[src/rtl/gb_host_master.sv]
// rtl/gb_host_master.sv - ghostbus host master: command FIFO, strobe FSM, read response path; optional GB_HOST_XACT_CNT_EN strobe counters
module gb_host_master #(
    parameter int AW         = 24,
    parameter int DW         = 32,
    parameter int READ_DELAY = 3,
    parameter int FIFO_DEPTH = 4
) (
    input  logic          gb_clk,
    input  logic          gb_rst,
    input  logic          cmd_valid,
    output logic          cmd_ready,
    input  logic          cmd_write,
    input  logic [AW-1:0] cmd_addr,
    input  logic [DW-1:0] cmd_wdata,
    output logic          rsp_valid,
    input  logic          rsp_ready,
    output logic [AW-1:0] rsp_addr,
    output logic [DW-1:0] rsp_rdata,
    output logic          busy,
    output logic [AW-1:0] gb_addr,
    output logic [DW-1:0] gb_wdata,
    output logic          gb_wen,
    output logic          gb_rstb,
`ifdef GB_HOST_XACT_CNT_EN
    output logic [15:0]   wr_count,
    output logic [15:0]   rd_count,
`endif
    input  logic [DW-1:0] gb_rdata
);
    localparam int PW = $clog2(FIFO_DEPTH);
    localparam int CW = $clog2(READ_DELAY) + 1;

    typedef enum logic [1:0] {IDLE, ISSUE, WAIT, RESP} state_t;

    state_t        state;
    logic          fifo_write [FIFO_DEPTH];
    logic [AW-1:0] fifo_addr  [FIFO_DEPTH];
    logic [DW-1:0] fifo_wdata [FIFO_DEPTH];
    logic [PW:0]   wr_ptr;
    logic [PW:0]   rd_ptr;
    logic [PW:0]   wr_ptr_nxt;
    logic [PW:0]   rd_ptr_nxt;
    logic          push;
    logic          pop;
    logic          empty;
    logic          cur_write;
    logic [CW-1:0] delay_cnt;

    assign empty      = (wr_ptr == rd_ptr);
    assign push       = cmd_valid & cmd_ready;
    assign pop        = (state == IDLE) & ~empty;
    assign wr_ptr_nxt = wr_ptr + {{PW{1'b0}}, push};
    assign rd_ptr_nxt = rd_ptr + {{PW{1'b0}}, pop};
    assign busy       = ~empty | (state != IDLE);

    // Command storage; contents need no reset since the pointers gate every read
    always_ff @(posedge gb_clk) begin
        if (push) begin
            fifo_write[wr_ptr[PW-1:0]] <= cmd_write;
            fifo_addr[wr_ptr[PW-1:0]]  <= cmd_addr;
            fifo_wdata[wr_ptr[PW-1:0]] <= cmd_wdata;
        end
    end

    // Pointers, and cmd_ready registered as "not full" of the post-edge occupancy
    always_ff @(posedge gb_clk or posedge gb_rst) begin
        if (gb_rst) begin
            wr_ptr    <= '0;
            rd_ptr    <= '0;
            cmd_ready <= 1'b0;
        end else begin
            wr_ptr    <= wr_ptr_nxt;
            rd_ptr    <= rd_ptr_nxt;
            cmd_ready <= ((wr_ptr_nxt - rd_ptr_nxt) != (PW+1)'(FIFO_DEPTH));
        end
    end

    // Issue FSM: pop, strobe for one cycle, then wait out the read latency and hold the response
    always_ff @(posedge gb_clk or posedge gb_rst) begin
        if (gb_rst) begin
            state     <= IDLE;
            gb_addr   <= '0;
            gb_wdata  <= '0;
            gb_wen    <= 1'b0;
            gb_rstb   <= 1'b0;
            cur_write <= 1'b0;
            delay_cnt <= '0;
            rsp_valid <= 1'b0;
            rsp_addr  <= '0;
            rsp_rdata <= '0;
        end else begin
            case (state)
                IDLE: begin
                    if (!empty) begin
                        gb_addr   <= fifo_addr[rd_ptr[PW-1:0]];
                        gb_wdata  <= fifo_wdata[rd_ptr[PW-1:0]];
                        cur_write <= fifo_write[rd_ptr[PW-1:0]];
                        gb_wen    <= fifo_write[rd_ptr[PW-1:0]];
                        gb_rstb   <= ~fifo_write[rd_ptr[PW-1:0]];
                        state     <= ISSUE;
                    end
                end
                ISSUE: begin
                    gb_wen  <= 1'b0;
                    gb_rstb <= 1'b0;
                    if (cur_write) begin
                        state <= IDLE;
                    end else begin
                        delay_cnt <= CW'(READ_DELAY - 1);
                        state     <= WAIT;
                    end
                end
                WAIT: begin
                    // gb_addr still holds the strobed address here
                    if (delay_cnt == '0) begin
                        rsp_rdata <= gb_rdata;
                        rsp_addr  <= gb_addr;
                        rsp_valid <= 1'b1;
                        state     <= RESP;
                    end else begin
                        delay_cnt <= delay_cnt - 1'b1;
                    end
                end
                RESP: begin
                    if (rsp_ready) begin
                        rsp_valid <= 1'b0;
                        state     <= IDLE;
                    end
                end
                default: state <= IDLE;
            endcase
        end
    end

`ifdef GB_HOST_XACT_CNT_EN
    // Strobe counters, bumped the cycle after each strobe and wrapping freely
    always_ff @(posedge gb_clk or posedge gb_rst) begin
        if (gb_rst) begin
            wr_count <= '0;
            rd_count <= '0;
        end else begin
            if (gb_wen)  wr_count <= wr_count + 16'd1;
            if (gb_rstb) rd_count <= rd_count + 16'd1;
        end
    end
`endif

endmodule

[config.mk]
export PLATFORM = sky130hd
export DESIGN_NAME = gb_host_master
export DESIGN_NICKNAME = d
export VERILOG_FILES = /design/src/rtl/gb_host_master.sv
export SDC_FILE = /design/constraint.sdc
export NUM_CORES = 1
export LEC_CHECK = 0
export CORE_ASPECT_RATIO = 1.25
export CORE_MARGIN = 3
export CORE_UTILIZATION = 25
export DETAILED_ROUTE_END_ITERATION = 8
export DONT_BUFFER_PORTS = 1
export PLACE_DENSITY = 0.51
export SLEW_MARGIN = 20
export SYNTH_ARGS = -nofsm -noshare
export SYNTH_HDL_FRONTEND = slang
export SYNTH_SLANG_ARGS = --single-unit
[constraint.sdc]
create_clock -name gb_clk -period 5.18 [get_ports gb_clk]
set_input_delay 0.518 -clock gb_clk [delete_from_list [all_inputs] [get_ports gb_clk]]
set_output_delay 0.518 -clock gb_clk [all_outputs]
set_load 0.005 [all_outputs]
======== After elaboration in Yosys (flattened, before gate mapping) ========
Memories as Yosys holds them, arrays and structs flattened. A register that Yosys moved wholly into a read port is not among the register bits.
Index checks and enable logic that the tools add are counted.
storage, ports and cells
  register bits after elaboration ......... 72
  memory bits (writable) .................. 228
  input bits .............................. 93
  output and inout bits ................... 117
  logic and storage cells ................. 62
  memories kept ........................... 3
memories
  memory      depth  width  read ports  clocked after memory_dff  wr ports  line  RTL
  fifo_wdata  4      32     1           1                         1         38    logic [DW-1:0] fifo_wdata [FIFO_DEPTH];
  fifo_addr   4      24     1           1                         1         37    logic [AW-1:0] fifo_addr [FIFO_DEPTH];
  fifo_write  4      1      1           0                         1         36    logic fifo_write [FIFO_DEPTH];
operators by class
  add/sub/neg operators ................... 4
  eq/ne operators ......................... 10
  muxes and demuxes ....................... 17
  bitwise gates (word level) .............. 5
  reductions and logical operators ........ 12
operator list
  kind                   count
  $ne A2 B2 Y1 const B   5
  $reduce_and A3 Y1      3
  $mux W2                4
  $pmux W2 S4            1
  $reduce_bool A2 Y1     4
  $add A3 B1 Y3          2
  $mux W1                6
  $mux W3                2
  $pmux W1 S2            3
  $pmux W3 S2            1
  $reduce_and A2 Y1      3
  $eq A2 B2 Y1 const B   2
  $eq A3 B3 Y1           1
  $logic_not A3 Y1       1
  $ne A3 B3 Y1 const B   1
  $sub A3 B1 Y3 const B  1
  $sub A3 B3 Y3          1
  $and A1 B1 Y1          2
  $eq A2 B1 Y1 const B   1
  $logic_not A2 Y1       1
  $not A1 Y1             2
  $or A1 B1 Y1           1

======== Logic depth before layout (Yosys ltp) ========
Gate-level depths: netlist (run 1).
  depth in word-level cells ............... 6
  mapped depth ............................ 11
  gate-level depth less buffers ........... 9

======== Worst setup path before layout (run 1) ========
No wires, ideal clock.
  kind .................................... in2reg
  start ................................... input port cmd_valid
  end ..................................... memory fifo_addr[2][0] (enable)
  library setup time ...................... 0.554 ns
  arrival ................................. 4.807 ns
  data required time ...................... 4.626 ns
  slack ................................... -0.181 ns
  cell stages on the path ................. 2
  buffers on the path ..................... 0
  path through ............................ nand2_1 > nor3b_1
between the ends
  longest elaborated chain between the ends .. 3
RTL lines
  element                        line  RTL
  from (decl)                    10    input logic cmd_valid,
  $and A1 B1 Y1                  50    assign push = cmd_valid & cmd_ready;
  $mux W1                        58    if (push) begin
  $mux W1 (not written as such)  60    fifo_addr[wr_ptr[PW-1:0]] <= cmd_addr;
  to (decl)                      37
No other way between the ends.

======== Worst setup path in the final report (run 1) ========
  start ................................... register rd_ptr[1]
  end ..................................... output port busy
between the ends
  longest elaborated chain between the ends .. 3
RTL lines
  element                      line  RTL
  from (decl)                  40    logic [PW:0] rd_ptr;
  from (signal assigned)       73    rd_ptr <= rd_ptr_nxt;
  $eq A3 B3 Y1                 49    assign empty = (wr_ptr == rd_ptr);
  $not A1 Y1 (no source line)  --
  $or A1 B1 Y1                 54    assign busy = ~empty | (state != IDLE);
  to (decl)                    19    output logic busy,
No other way between the ends.

==> flow_summary_export.csv, run 1 <==
group,metric,value,unit
route,route.detailed.drc,0,
synth,synth_cell_type_count,40,
die,rows,93,
timing,hold_viol_final,0,
synth,synthCells,618,
final_layout,layout_commonest_cell,"edfxtp_1",
pwr,clkPwrFrac,0.293,
synth,syn_area,13200,um^2
route,dr.pass1.iters,4,
worst_setup_path,reg2reg_slack,2.38,ns
worst_setup_path,crit_path_max_fanout,26,
die,dieArea,55700,um^2
timing,finalSetupViolations,0,
global_routing,grt_pass1_vias,6297,
pwr,cellPowerDensity,632,nW/um^2
route,wl,27700,um
worst_setup_path,cp_data_arrival_time,2.29,ns
worst_setup_path,r2r-end,"gb_rstb$_DFFE_PP0P_",
global_routing,overflow,0,
timing,rsz0062_at_grt,"false",
worst_setup_path,r2r_start,"rd_ptr[0]$_DFF_PP0_",
placed_design,gp_congestion,0.649,
synth,ys_seq_area_frac,0.761,
synth,syn_area_per_cell,21.4,um^2
worst_setup_path,endpoint,"busy",
route,drt_iter0_markers,266,
die,die_y,263,um
die,core,51900,um^2
cts,cts_buffer_depth,3,
route,via_per_inst,4.30,
timing,fin_tns_setup,0,ns
route,dr_total_vias,5773,
synth,ys_warn_count,0,
final_layout,fill_cells,5097,
pwr,seq_power_share,0.473,
cts,post_cts_resized,0,
pwr,p_sw,2810,uW
timing,worstMarginPinSlew,1.05,ns
cts,root_buffer,"clkbuf_16",
worst_setup_path,critical_path_class,"register to output pin",
timing,finalCriticalPeriod,2.81,ns
synth,synthArstFlopShare,0.360,
final_layout,final_util,0.297,
synth,synth-edff-count,228,
final_layout,drive_above_1_share,0.376,
final_layout,final_cell_mix,"228 x edfxtp_1, 126 x dfrtp_1, 113 x mux2_2, 57 x mux4_2, 42 x clkbuf_16",
final_layout,fin_nets,746,
cts,htree_levels,2,
die,start_util,0.255,
final_layout,area_growth,16.6,%
timing,fmax,356,MHz
timing,final_max_slew_viol_count,0,
synth,ys_seq_elements,356,
min_path,min_path_type,"primary input to register",
timing,period_share,0.542,
cts,post_cts_buffers,0,
pwr,pwr-share-comb,0.233,
die,pin_count,210,
timing,finalClockSkew,0.0130,ns
timing,relSlewSlack,0.302,
global_routing,track_usage,0.0994,
cts,cts_tree,"yes",
placed_design,portBuffers,0,
cts,cts_buffers,40,
worst_setup_path,crit_start,"rd_ptr[1]$_DFF_PP0_",
cts,cts.sinks,356,
pwr,p_sw_frac,0.289,
synth,syn_nets,719,
outcome,status,"finished, final reports clean",
global_routing,antenna_found_initial,0,
pwr,p_leak,0.00532,uW
timing,hold_slack,0.0724,ns
route,ant_nets,0,
pwr,intPower,6930,uW
global_routing,grt_max_degree,77,
placed_design,post-dp-hpwl,16300,um
pwr,vdd.ir_drop.worst,295,uV
route,wl_per_cell,20.6,um
die,die_w,212,um
worst_setup_path,cp.required,4.66,ns
cts,path_clk_slew,0.06,ns
worst_setup_path,r2r.worst_path.cells,4,
cts,clk_latency,0.53,ns
global_routing,grt_pass1_wl,41000,um
worst_setup_path,end_kind,"output pin",
run,drv_cap,0,
worst_setup_path,worstSetupStartpointType,"register",
synth,synthFlopType,"edfxtp_1",
-- critical path: stages (launching register included) --
cell     delay, ns
dfrtp_4       0.65
xnor2_1       0.55
nand3_1       0.19
or3_1         0.37
-- repair_timing --
action	4_1_cts	5_1_grt
hold endpoints to repair	31	0
setup endpoints to repair	0	0
hold buffers	1	0
-- through the flow --
step	total power [uW]	setup slack [ns]	cell area [um^2]	std cells
3_3_place_gp	7020	2.24	14000	1267
4_1_cts	10000	2.23	15400	1340
5_1_grt	10300	2.09	15400	1340
6_report	9740	2.37	15400	1341
3_5_place_dp	7080	2.21	14000	1267
2_1_floorplan	6330	-0.181	13200	618
-- worst min-delay path by stage --
stage	startpoint	end	slack [ns]	cells past startpoint
CTS	cmd_addr[10]	fifo_addr[0][10]$_DFFE_PP_	0.02	0
global placement	wr_ptr[2]$_DFF_PP0_	wr_ptr[2]$_DFF_PP0_	0.51	1
floorplan	wr_ptr[2]$_DFF_PP0_	wr_ptr[2]$_DFF_PP0_	0.48	1
finish	cmd_addr[10]	fifo_addr[0][10]$_DFFE_PP_	0.07	0
detailed placement	wr_ptr[2]$_DFF_PP0_	wr_ptr[2]$_DFF_PP0_	0.51	1
global route	cmd_addr[16]	fifo_addr[1][16]$_DFFE_PP_	0.02	0
-- sequential cells by signal (all words and copies together), names as in the netlist, named ones only --
signal and count:
rd_ptr 3, rsp_valid 1, delay_cnt 3, gb_wdata 32, fifo_wdata 128, cmd_ready 1, gb_addr 24, fifo_write 4
gb_rstb 1, cur_write 1, wr_ptr 3, rsp_addr 24, gb_wen 1, fifo_addr 96, state 1, rsp_rdata 32
-- Yosys cell counts, types with 4 or more instances --
cell type | number | area, um^2
edfxtp_1 | 228 | 6850
nand2b_1 | 4 | 25.0
clkbuf_1 | 10 | 37.5
mux2_2 | 113 | 1270
ha_1 | 8 | 100
o21ai_0 | 6 | 30.0
dfrtp_1 | 128 | 3200
buf_2 | 15 | 75.1
nand2_1 | 5 | 18.8
mux4_2 | 57 | 1280
inv_1 | 7 | 26.3
-- logic make-up (layout without fill, tap and decap cells) --
group           after synthesis  after routing  synth area share
other cells                   0              1                 0
compound gates               19             19            0.0105
simple gates                 25             25            0.0104
mux                         170            170             0.193
fa+ha+maj                     8              8           0.00758
buf+inv                      34             91            0.0119
xor+xnor                      6              6           0.00559
flops                       356            356             0.761
-- power by group through the flow --
stage,Sequential [uW],Combinational (uW),Clock [uW]
floorplan,4380,1950,0
global placement,4690,2320,0
detailed placement,4720,2360,0
CTS,4660,2370,2980
global route,4740,2520,3080
finish,4610,2270,2860
-- layout make-up --
type	instances	area (um^2)	share of cell area
antenna	1	2.50	0.000162
clock inverter	19	223	0.0145
tap	665	832	0.0540
inverter	7	31.3	0.00203
multi-input combinational	228	3050	0.198
sequential	356	10100	0.653
timing repair buffer	12	92.6	0.00601
clock buffer	53	1120	0.0729
-- layer usage --
metal,share of wire,GRT usage,vias up
li1,-,-,2500
met1,0.37,0.107,3068
met2,0.53,0.178,156
met3,0.073,0.0361,49
met4,0.028,0.0357,0
met5,0,0,-
(Power assumes the default switching activity.)
==> inputs of run 2 (changes only) <==
--- a/config.mk
+++ b/config.mk
@@ -10,7 +10,7 @@
 export CORE_UTILIZATION = 25
 export DETAILED_ROUTE_END_ITERATION = 8
 export DONT_BUFFER_PORTS = 1
-export PLACE_DENSITY = 0.51
+export PLACE_DENSITY = 0.49
 export SLEW_MARGIN = 20
 export SYNTH_ARGS = -nofsm -noshare
 export SYNTH_HDL_FRONTEND = slang
==> constraint.sdc (replaced) <==
create_clock -name gb_clk -period 2.7 [get_ports gb_clk]
set_input_delay 0.27 -clock gb_clk [delete_from_list [all_inputs] [get_ports gb_clk]]
set_output_delay 0.27 -clock gb_clk [all_outputs]
set_load 0.005 [all_outputs]
==> run 2 against run 1 <==
- global-route usage rose by 0.33 points
- worst hold slack improved by 0.065 ns
- die area did not move
- first-iteration DRC count is 6.8% lower
- combinational power is 120% higher
- critical endpoint is now cmd_ready$_DFF_PP0_
- highest routed layer unchanged
==> flow_summary_export.csv, run 2 (synthesis gave the netlist of run 1 again) <==
group,metric,value,unit
final_layout,area_growth,24.6,%
route,dr_total_vias,6202,
placed_design,dp_slack,0.421,ns
placed_design,post-dp-hpwl,16600,um
route,dr.pass1.iters,4,
final_layout,multi_input_area,3060,um^2
pwr,p_sw,5510,uW
final_layout,layout_commonest_cell,"edfxtp_1",
global_routing,grt_pass1_vias,6662,
global_routing,track_usage,0.103,
worst_setup_path,r2r_start,"rd_ptr[2]$_DFF_PP0_",
worst_setup_path,r2r.worst_path.cells,9,
worst_setup_path,cp_top_family,"adder cells",
worst_setup_path,crit_path_max_fanout,5,
final_layout,regArea,10100,um^2
die,die_w,212,um
worst_setup_path,crit_top_cell,"ha_1",
final_layout,fin_nets,843,
pwr,pwr-share-comb,0.259,
final_layout,instances_no_fill,1438,
route,ant_nets,0,
placed_design,dp.cells,1274,
cts,clk_latency,0.54,ns
timing,worstMarginPinSlew,0.650,ns
pwr,cellPowerDensity,1160,nW/um^2
pwr,finalPower,19000,uW
pwr,p_leak,0.00576,uW
min_path,min_path_type,"primary input to asynchronous set/reset pin",
placed_design,gp_congestion,0.642,
timing,period_share,0.849,
route,route.detailed.drc,0,
global_routing,overflow,0,
pwr,clkPwrFrac,0.287,
worst_setup_path,worstSetupStartpointType,"register",
cts,cts_buffers,40,
route,wl,28500,um
pwr,seq_power_share,0.454,
timing,finalCriticalPeriod,2.29,ns
worst_setup_path,end_kind,"register",
die,start_util,0.255,
timing,rsz0062_at_grt,"false",
final_layout,final_cell_mix,"228 x edfxtp_1, 126 x dfrtp_1, 113 x mux2_2, 91 x dlygate4sd3_1, 57 x mux4_2",
placed_design,portBuffers,0,
cts,cts.sinks,356,
pwr,vdd.ir_drop.worst,617,uV
worst_setup_path,critical-path-slowest-cell,"xnor2_1",
timing,finalSetupViolations,0,
worst_setup_path,worstPathBufferInverterCount,1,
global_routing,grt_pass1_wl,42700,um
pwr,p_sw_frac,0.289,
route,wl_per_cell,19.8,um
global_routing,grt_max_degree,67,
cts,root_buffer,"clkbuf_16",
cts,htree_levels,2,
timing,final_max_slew_viol_count,0,
route,via_per_inst,4.31,
die,die_y,263,um
worst_setup_path,critical_path_class,"register to register",
timing,relSlewSlack,0.567,
cts,path_clk_slew,0.06,ns
timing,fmax,436,MHz
die,pin_count,210,
cts,cts_buffer_depth,3,
final_layout,drive_above_1_share,0.334,
worst_setup_path,r2r-end,"cmd_ready$_DFF_PP0_",
timing,finalClockSkew,0.00854,ns
run,drv_cap,0,
die,core,51900,um^2
worst_setup_path,cp.required,3.12,ns
final_layout,fill_cells,4986,
pwr,intPower,13500,uW
cts,post_cts_resized,0,
worst_setup_path,reg2reg_slack,0.41,ns
cts,post_cts_buffers,0,
timing,worst_slack,0.408,ns
global_routing,antenna_found_initial,1,
timing,hold_slack,0.138,ns
die,rows,93,
die,dieArea,55700,um^2
outcome,status,"finished, final reports clean",
timing,hold_viol_final,0,
final_layout,largest_reg_flops,128,
worst_setup_path,crit_path_cell_trace,"xnor2_1 > a311oi_4 > ha_1 > ha_1 > inv_1 > ha_1 > nand2b_1 > xnor3_1 > nand3_1",
worst_setup_path,cp_data_arrival_time,2.71,ns
cts,cts_tree,"yes",
route,drt_iter0_markers,248,
worst_setup_path,slowest_delay,0.45,ns
run 2: cell type report:
class / count / area share
Antenna cell: 1 / 0.000152
Clock inverter: 23 / 0.0152
Timing Repair Buffer: 109 / 0.0696
Multi-Input combinational cell: 228 / 0.186
Clock buffer: 49 / 0.0654
Tap cell: 665 / 0.0506
Sequential cell: 356 / 0.611
Inverter: 7 / 0.00182
run 2: routing by layer:
layer / routed length (um) / GRT usage / vias up
met1: 10800 / 0.113 / 3277
met3: 1780 / 0.0319 / 55
met2: 15100 / 0.184 / 164
met4: 930 / 0.0404 / 0
li1: - / - / 2706
met5: 0 / 0 / -
run 2: repair_timing:
action	in CTS	in global routing
endpoints found under the hold margin	391	0
endpoints found under the setup margin	0	0
hold buffers	91	0
run 2: worst max path at each step:
stage | start | cells past startpoint | to | slack [ns]
5_1_grt | rd_ptr[2]$_DFF_PP0_ | 9 | cmd_ready$_DFF_PP0_ | 0.26
3_5_place_dp | rd_ptr[2]$_DFF_PP0_ | 9 | cmd_ready$_DFF_PP0_ | 0.42
2_1_floorplan | cmd_ready$_DFF_PP0_ | 2 | fifo_addr[2][0]$_DFFE_PP_ | -0.52
6_report | rd_ptr[2]$_DFF_PP0_ | 9 | cmd_ready$_DFF_PP0_ | 0.41
3_3_place_gp | rd_ptr[2]$_DFF_PP0_ | 9 | cmd_ready$_DFF_PP0_ | 0.42
4_1_cts | wr_ptr[1]$_DFF_PP0_ | 4 | busy | 0.33
run 2: power by group through the flow:
stage          registers (uW)  clock network, uW  logic, uW
2_1_floorplan            8370                  0       3750
3_3_place_gp             8790                  0       4900
3_5_place_dp             8820                  0       4980
4_1_cts                  8720               5710       5130
5_1_grt                  8870               5930       5430
6_report                 8640               5470       4920
run 2: through the flow:
| stage | util | instance area, um^2 | setup TNS, ns |
|---|---|---|---|
| floorplan | - | 13200 | -85.31 |
| global placement | 0.274 | 14200 | 0 |
| detailed placement | 0.274 | 14200 | 0 |
| CTS | 0.317 | 16500 | 0 |
| global route | 0.317 | 16500 | 0 |
| finish | 0.317 | 16500 | 0 |
==> inputs of run 3 (changes only) <==
==> constraint.sdc (replaced) <==
create_clock -name gb_clk -period 2.33 [get_ports gb_clk]
set_input_delay 0.233 -clock gb_clk [delete_from_list [all_inputs] [get_ports gb_clk]]
set_output_delay 0.233 -clock gb_clk [all_outputs]
set_load 0.005 [all_outputs]
==> run 3 against run 2 <==
- power rose by 15%
- combinational power is 20% higher
- via count increased by 0.24%
- wire length decreased by 0.74%
- critical path type is now register to output pin
- highest routed layer is now met5
==> flow_summary_export.csv, run 3 (synthesis gave the netlist of run 1 again) <==
group,metric,value,unit
outcome,status,"finished, final reports clean",
timing,worst_slack,0.137,ns
placed_design,dp_slack,0.147,ns
cts,cts.sinks,356,
placed_design,gp_congestion,0.670,
timing,finalSetupViolations,0,
min_path,hold-path-endpoint,"wr_ptr[0]$_DFF_PP0_",
worst_setup_path,r2r.worst_path.cells,9,
die,start_util,0.255,
worst_setup_path,cp_top_family,"flip-flops",
route,dr.pass1.iters,4,
die,die_w,212,um
die,die_y,263,um
global_routing,overflow,0,
placed_design,portBuffers,0,
global_routing,antenna_found_initial,2,
placed_design,dp.cells,1279,
min_path,min_from,"cmd_valid",
placed_design,place_area,14300,um^2
die,rows,93,
cts,cts_buffer_depth,3,
min_path,holdPathStages,3,
min_path,min_path_type,"primary input to register",
route,dr_total_vias,6217,
route,via_per_inst,4.32,
route,wl,28300,um
timing,final_max_slew_viol_count,0,
final_layout,drive_above_1_share,0.344,
final_layout,instances_no_fill,1440,
cts,root_buffer,"clkbuf_16",
worst_setup_path,critical_path_class,"register to output pin",
pwr,cellPowerDensity,1330,nW/um^2
pwr,vdd.ir_drop.worst,770,uV
cts,path_clk_slew,0.06,ns
cts,cts_buffers,39,
worst_setup_path,cp.required,2.10,ns
timing,period_share,0.941,
die,core,51900,um^2
timing,hold_viol_final,0,
timing,fmax,456,MHz
timing,relSlewSlack,0.524,
global_routing,track_usage,0.102,
timing,finalClockSkew,0.0186,ns
worst_setup_path,slowest_delay,0.48,ns
route,route.detailed.drc,0,
worst_setup_path,worstSetupStartpointType,"register",
final_layout,layout_commonest_cell,"edfxtp_1",
worst_setup_path,r2r_start,"rd_ptr[1]$_DFF_PP0_",
worst_setup_path,end_kind,"output pin",
worst_setup_path,r2r-end,"cmd_ready$_DFF_PP0_",
pwr,p_leak,0.00576,uW
cts,clk_latency,0.54,ns
global_routing,grt_max_degree,58,
global_routing,grt_pass1_wl,42900,um
final_layout,largest_reg_flops,128,
placed_design,post-dp-hpwl,16500,um
global_routing,grt_pass1_vias,6850,
die,dieArea,55700,um^2
worst_setup_path,crit_path_max_fanout,4,
worst_setup_path,crit_path_cell_trace,"xnor2_1 > buf_4 > nand3_1 > or3_1",
timing,worstMarginPinSlew,0.713,ns
worst_setup_path,critical-path-slowest-cell,"dfrtp_4",
cts,htree_levels,2,
worst_setup_path,worstPathBufferInverterCount,1,
route,drt_iter0_markers,259,
timing,finalCriticalPeriod,2.19,ns
worst_setup_path,cp_data_arrival_time,1.96,ns
worst_setup_path,reg2reg_slack,0.15,ns
final_layout,final_cell_mix,"228 x edfxtp_1, 125 x dfrtp_1, 113 x mux2_2, 91 x dlygate4sd3_1, 57 x mux4_2",
final_layout,stdcell_area,16500,um^2
route,wl_per_cell,19.7,um
cts,cts_tree,"yes",
timing,hold_slack,0.132,ns
route,ant_nets,0,
timing,rsz0062_at_grt,"false",
die,pin_count,210,
final_layout,fin_nets,847,
run,drv_cap,0,
final_layout,area_growth,24.6,%
==> run 3: metrics by stage <==
stage | utilization | TNS [ns] | power (uW)
after floorplan | - | -17.22 | 14100
after global placement | 0.275 | 0 | 15900
after detailed placement | 0.275 | 0 | 16000
after CTS | 0.317 | 0 | 22500
after global routing | 0.317 | 0 | 23300
final | 0.317 | 0 | 21900
==> run 3: worst max-delay path by stage <==
stage / start / cells past startpoint / slack (ns) / end
final: rd_ptr[1]$_DFF_PP0_ / 4 / 0.14 / busy
after detailed placement: rd_ptr[1]$_DFF_PP0_ / 9 / 0.15 / cmd_ready$_DFF_PP0_
after floorplan: wr_ptr[1]$_DFF_PP0_ / 1 / -0.13 / fifo_addr[2][0]$_DFFE_PP_
after CTS: rd_ptr[1]$_DFF_PP0_ / 4 / 0.07 / busy
after global routing: rd_ptr[1]$_DFF_PP0_ / 4 / 0.002 / busy
after global placement: rd_ptr[1]$_DFF_PP0_ / 9 / 0.19 / cmd_ready$_DFF_PP0_
==> run 3: layer usage <==
metal	up-vias	routed length (um)	track usage
li1	2707	-	-
met1	3309	11300	0.119
met2	148	14800	0.179
met3	51	1520	0.0277
met4	2	752	0.0362
met5	-	13	0
==> run 3: layout make-up <==
class	instances	area [um^2]
timing repair buffer	114	1200
sequential	356	10100
inverter	7	30.0
fill	5005	35400
clock inverter	16	174
tap	665	832
multi-input combinational	228	3070
antenna	1	2.50
clock buffer	53	1100
==> run 3: power by group <==
part | internal [uW] | total [uW] | switching [uW]
registers | 8770 | 9900 | 1130
clock network | 3650 | 6120 | 2470
logic | 3160 | 5910 | 2750
total | 15600 | 21900 | 6340
==> run 3: worst register-to-register path: stages (launching register included) <==
cell and delay, ns:
dfrtp_4 0.48, xnor2_1 0.32, a311oi_4 0.15, ha_1 0.21, ha_1 0.29, inv_1 0.04
ha_1 0.16, nand2b_1 0.14, xnor3_1 0.19, nand3_1 0.07
==> run 3: what timing repair did <==
action / CTS / global route
resized for setup: 0 / 0
hold endpoints to repair: 288 / 0
hold buffers: 91 / 0
setup buffers: 0 / 0
